`src/rtl/ctrl_ramp_pkg.sv`:
```
// Shared loop-control definitions: ramp FSM encoding and default datapath widths.
package ctrl_ramp_pkg;

   localparam int W_DEF  = 16;
   localparam int WD_DEF = 8;

   typedef enum logic {
      IDLE = 1'b0,
      RAMP = 1'b1
   } ramp_state_t;

endpackage

```
`src/rtl/ctrl_ramp_tick_gen.sv`:
```
// Free-running prescaler: a tick every div+1 cycles, count frozen while en is low.
module tick_gen
   import ctrl_ramp_pkg::*;
#(
   parameter int wd = WD_DEF
) (
   input  logic          clk,
   input  logic          rst,
   input  logic [wd-1:0] div,
   input  logic          en,
   output logic          tick
);

   localparam logic [wd-1:0] ONE = 1;

   logic [wd-1:0] count;

   assign tick = en && (count == '0);

   always_ff @(posedge clk or posedge rst) begin
      if (rst) begin
         count <= '0;
      end else if (en) begin
         count <= (count == '0) ? div : count - ONE;
      end
   end

endmodule

```
`src/rtl/ctrl_ramp.sv`:
```
// Slew-rate limiter for the PI loop control word: clamps a strobed setpoint
// and walks ctrlout toward it by at most step per prescaler tick.
module ctrl_ramp
   import ctrl_ramp_pkg::*;
#(
   parameter int w  = W_DEF,
   parameter int wd = WD_DEF
) (
   input  logic                clk,
   input  logic                rst,
   input  logic signed [w-1:0] target,
   input  logic                strobe_in,
   input  logic        [w-1:0] step,
   input  logic signed [w-1:0] hi_lim,
   input  logic signed [w-1:0] lo_lim,
   input  logic       [wd-1:0] tick_div,
   input  logic                hold,
   output logic signed [w-1:0] ctrlout,
   output logic                strobe_out,
   output logic                busy,
   output logic                clipped
);

   ramp_state_t         state;
   logic signed [w-1:0] tgt_r;
   logic signed [w-1:0] tgt_hi;
   logic signed [w-1:0] tgt_c;
   logic signed [w:0]   diff;
   logic        [w:0]   mag;
   logic        [w:0]   step_ext;
   logic signed [w-1:0] moved;
   logic signed [w-1:0] ctrl_nxt;
   logic                tick;
   logic                near;
   logic                upd;

   tick_gen #(.wd(wd)) u_tick_gen (
      .clk  (clk),
      .rst  (rst),
      .div  (tick_div),
      .en   (!hold),
      .tick (tick)
   );

   // Upper bound applied first, lower bound last, so lo_lim wins when the limits cross.
   always_comb begin
      tgt_hi = (target > hi_lim) ? hi_lim : target;
      tgt_c  = (tgt_hi < lo_lim) ? lo_lim : tgt_hi;
   end

   // moved is only used when |diff| > step, so it lies strictly between ctrlout
   // and tgt_r and the w-bit result is exact.
   always_comb begin
      diff     = {tgt_r[w-1], tgt_r} - {ctrlout[w-1], ctrlout};
      mag      = diff[w] ? -diff : diff;
      step_ext = {1'b0, step};
      near     = (step == '0) || (mag <= step_ext);
      moved    = diff[w] ? (ctrlout - $signed(step)) : (ctrlout + $signed(step));
      upd      = (state == RAMP) && !hold && ((step == '0) || tick);
      ctrl_nxt = ctrlout;
      if (upd) begin
         ctrl_nxt = near ? tgt_r : moved;
      end
   end

   assign busy = (state == RAMP);

   // A capture compares against the post-update value so a retarget that lands
   // exactly where this cycle's step ends leaves nothing left to ramp.
   always_ff @(posedge clk or posedge rst) begin
      if (rst) begin
         state      <= IDLE;
         ctrlout    <= '0;
         tgt_r      <= '0;
         strobe_out <= 1'b0;
         clipped    <= 1'b0;
      end else begin
         ctrlout    <= ctrl_nxt;
         strobe_out <= (ctrl_nxt != ctrlout);
         if (strobe_in) begin
            tgt_r   <= tgt_c;
            clipped <= (tgt_c != target);
            state   <= (tgt_c != ctrl_nxt) ? RAMP : IDLE;
         end else if (upd && (ctrl_nxt == tgt_r)) begin
            state <= IDLE;
         end
      end
   end

endmodule

```
`config.mk`:
```
export PLATFORM = sky130hd
export DESIGN_NAME = ctrl_ramp
export DESIGN_NICKNAME = d
export VERILOG_FILES = /design/src/rtl/ctrl_ramp_pkg.sv /design/src/rtl/ctrl_ramp_tick_gen.sv /design/src/rtl/ctrl_ramp.sv
export SDC_FILE = /design/constraint.sdc
export NUM_CORES = 1
export LEC_CHECK = 0
export ABC_AREA = 1
export CORE_MARGIN = 5
export CORE_UTILIZATION = 28
export CTS_CLUSTER_DIAMETER = 80
export DETAILED_ROUTE_END_ITERATION = 8
export SKIP_LAST_GASP = 1
export SYNTH_ARGS = -nofsm -noshare
export SYNTH_HDL_FRONTEND = slang
export SYNTH_SLANG_ARGS = --single-unit
```
`constraint.sdc`:
```
create_clock -name clk -period 4.36 [get_ports clk]
set_input_delay 0.436 -clock clk [delete_from_list [all_inputs] [get_ports clk]]
set_output_delay 0.436 -clock clk [all_outputs]
set_load 0.05 [all_outputs]
```
==> metrics.md <==
| Metric | Value |
|---|---|
| Length of the first detailed-routing pass in iterations | 6 |
| Largest buffer count on any clock path | 2 |
| Area leader, netlist | nand2_1 |
| Worst Clk Skew | between 0.008 and 0.009 ns |
| Remaining DRCs | 0 |
| Die width | 171 µm |
| Antenna cells | 0 |
| Status | finished, violations left |
| Area contributors post-synth | nand2_1 (17%), dfrtp_1 (15%), ha_1 (14%) |
| Hold Startpoint | u_tick_gen.count[5] |
| WP data required | roughly 4.5 ns |
| # IOs | 95 |
| Data arrival, critical path | 5.06 ns |
| Delay-heaviest family, CP | simple AND/OR/NAND/NOR gates |
| Row count | slightly below 60 |
| Setup crit start | ctrlout[0] |
| Total placed cells including tap cells | between 1500 and 2000 |
| Multi-input gate area | between 6000 and 7000 µm² |
| Largest net degree at the start of global routing | between 40 and 50 |
| Area growth syn-to-layout | 70.3% |
| Port Buffers | 94 |
| Share of the synthesized area in the top cell type | 0.171 |
| Worst Path Class, Setup | register to register |
| Max_slew headroom | 0.536 |
| Mean routed wirelength per cell | roughly 15 µm |
| Share of cells above drive strength 1 | 0.350 |
| Initial antenna violation count | 0 |
| RSZ-0062 raised after global routing | true |
| Final TNS setup | -1.33 ns |
| Place WS | -0.700 ns |
| Clk_lat worst skew | about 0.3 ns |
| Endpoints failing hold | 0 |
| Distinct cells, synth | 47 |
| Core ar. | around 26000 µm² |
| # H-tree levels | 2 |
| Fmax | just over 200 MHz |
| Critical R2R Launch | ctrlout[0] |
| Startpoint types | register |
| Async S/R FF share, synth | 1.00 |
| # setup viols final | 10 |
| Max stage delay cell, worst path | dfrtp_2 |
| Min Tclk post-route | between 4 and 5 ns |
| Syn avg cell area | about 6.0 µm² |
| Most used cell, CP | nand2_1 |
| Starting Density | 0.282 |
| Die area | just under 30000 µm² |
| CP bufs+invs | 6 |
| Routed via count | 9417 |
| CTS Sinks | 43 |
| Cell Count, Final, Fillers Out | between 1500 and 2000 |
| Drt via density | 4.86 |
| Worst setup margin | -0.521 ns |
| Violated checks | setup timing |
| CTS tree | built |
| Number of synthesized flops with an enable pin | 0 |
| RD Place Congestion | roughly 0.93 |
| Max-Cap Viols | 0 |
| Sequential-to-total area share from yosys stat | 0.148 |
| Register area | around 1100 µm² |
| Synth Warn # | 0 |
| CTS Buf Count | 5 |
| Detailed placement HPWL | around 23 mm |
| CTS Root Buffer Type | clkbuf_16 |
| Setup crit end kind | register |
| Mapped Area | roughly 7300 µm² |
| Initial DRC count | 520 |
| Worst-path clk slew | 0.06 ns |
| Cells after Synth | roughly 1200 |
| Slew @ Worst Pin | roughly 0.7 ns |
| Flops & latches, synth | 43 |
| First-pass GRT wire length | 43.5 mm |
| Syn Nets | 1376 |
| CP max FO | 6 |
| Fillers | 2538 |
| Slew Limit Fails | 0 |
| Final worst path period share | 1.12 |
| DRT Wirelength | 29.5 mm |
| Post-synth top flop | dfrtp_1 |
| Final net count | about 1800 |
| Hold Path Class | register to register |
| GRT Total Usage | 0.183 |
| Global route overflow | 0 |
| Worst stage delay on the critical path | approximately 0.43 ns |
| Antenna viol nets, final | 0 |
| Vias in the first global route | 8754 |
| Die height | between 150 and 200 µm |
[metrics by stage]
stage	cell area, µm²	utilization	hold WS (ns)
5_1_grt	12400	0.480	0.566
3_5_place_dp	10800	0.418	0.514
3_3_place_gp	10800	0.418	0.499
2_1_floorplan	7380	-	0.477
4_1_cts	11200	0.432	0.529
6_report	12400	0.480	0.529
[registers in the layout, indices dropped and copies added (netlist names)]
signal / cells
ctrlout: 16
u_tick_gen.count: 8
tgt_r: 16
clipped: 1
busy: 1
strobe_out: 1
[routing by layer]
layer / share of wire / vias up / GRT usage
li1: - / 4756 / -
met5: 0 / - / 0
met4: 0.025 / 0 / 0.0410
met1: 0.46 / 4321 / 0.253
met2: 0.47 / 294 / 0.307
met3: 0.051 / 46 / 0.0205
[worst reg2reg max path, delay by kind of cell (launching register included)]
family | cells | cell delay [ns]
simple gates | 24 | 2.06
fa+ha+maj | 3 | 0.90
buf+inv | 6 | 0.72
compound gates | 5 | 0.56
flops | 1 | 0.43
xor+xnor | 1 | 0.09
[synthesized netlist by cell type (5+ instances only)]
cell        n
ha_1       82
a31oi_1     5
clkbuf_1   14
o22ai_1    10
nand2_2    14
nand3b_1   12
nor2_1     93
o21ai_0    71
a21oi_1    52
xnor2_1    15
inv_2      10
nand3_2    10
nand4_1    11
xor2_1     37
nand3_1   157
dfrtp_1    43
nand2_1   331
nor3_1     14
inv_1     180
[kinds of logic after synthesis]
| family | count (synthesis) | synth area share |
|---|---|---|
| AOI/OAI and AO/OA | 165 | 0.126 |
| DFF | 43 | 0.148 |
| and+or+nand+nor | 656 | 0.400 |
| buffers and inverters | 215 | 0.115 |
| adders and majority gates | 84 | 0.146 |
| xor gates and xnor gates | 53 | 0.0647 |
[area by class of cell]
class / count / share of cell area
clock buffers: 6 / 0.0104
inverters: 190 / 0.0585
clock inverters: 1 / 0.00242
repair buffers: 406 / 0.290
multi-input cells: 958 / 0.517
well taps: 335 / 0.0338
flip-flops and latches: 43 / 0.0877
[path summary, 6_finish.rpt]
path,endpoint,slack (ns),cells after the start
setup / recovery,busy,-0.52,39
hold / removal,u_tick_gen.count[5],0.53,2
setup reg to reg,busy,-0.52,39
hold reg to reg,u_tick_gen.count[5],0.53,2
max in group asynchronous,ctrlout[8],3.33,3
min in group asynchronous,u_tick_gen.count[0],0.59,3
[what timing repair did]
item                       in CTS  in global routing
resized for setup              39                249
hold buffers                    0                  0
setup buffers                   4                 17
pin swaps                      12                113
gates cloned                    1                  7
setup endpoints to repair      18                 21
[cells in the final DEF, fill, tap and decap left out, types with 14 or more instances in the layout]
master	synthesis	final
nand3_2	10	32
o21ai_1	3	15
a21oi_1	52	35
a21oi_2	1	16
inv_1	180	163
ha_1	82	61
nand2_4	2	16
nand2_1	331	279
xor2_1	37	32
buf_4	3	283
ha_4	0	20
dlymetal6s2s_1	0	30
nand2_2	14	49
clkdlybuf4s50_1	0	64
o21ai_2	0	15
nand3_1	157	133
buf_6	2	17
nor2_1	93	78
nor2_2	1	14
inv_2	10	22
o21ai_0	71	43
dfrtp_1	43	33
Power is left out: the tool's default activity adds up to more than one toggle a clock period on the data nets, which glitch-free logic cannot reach.
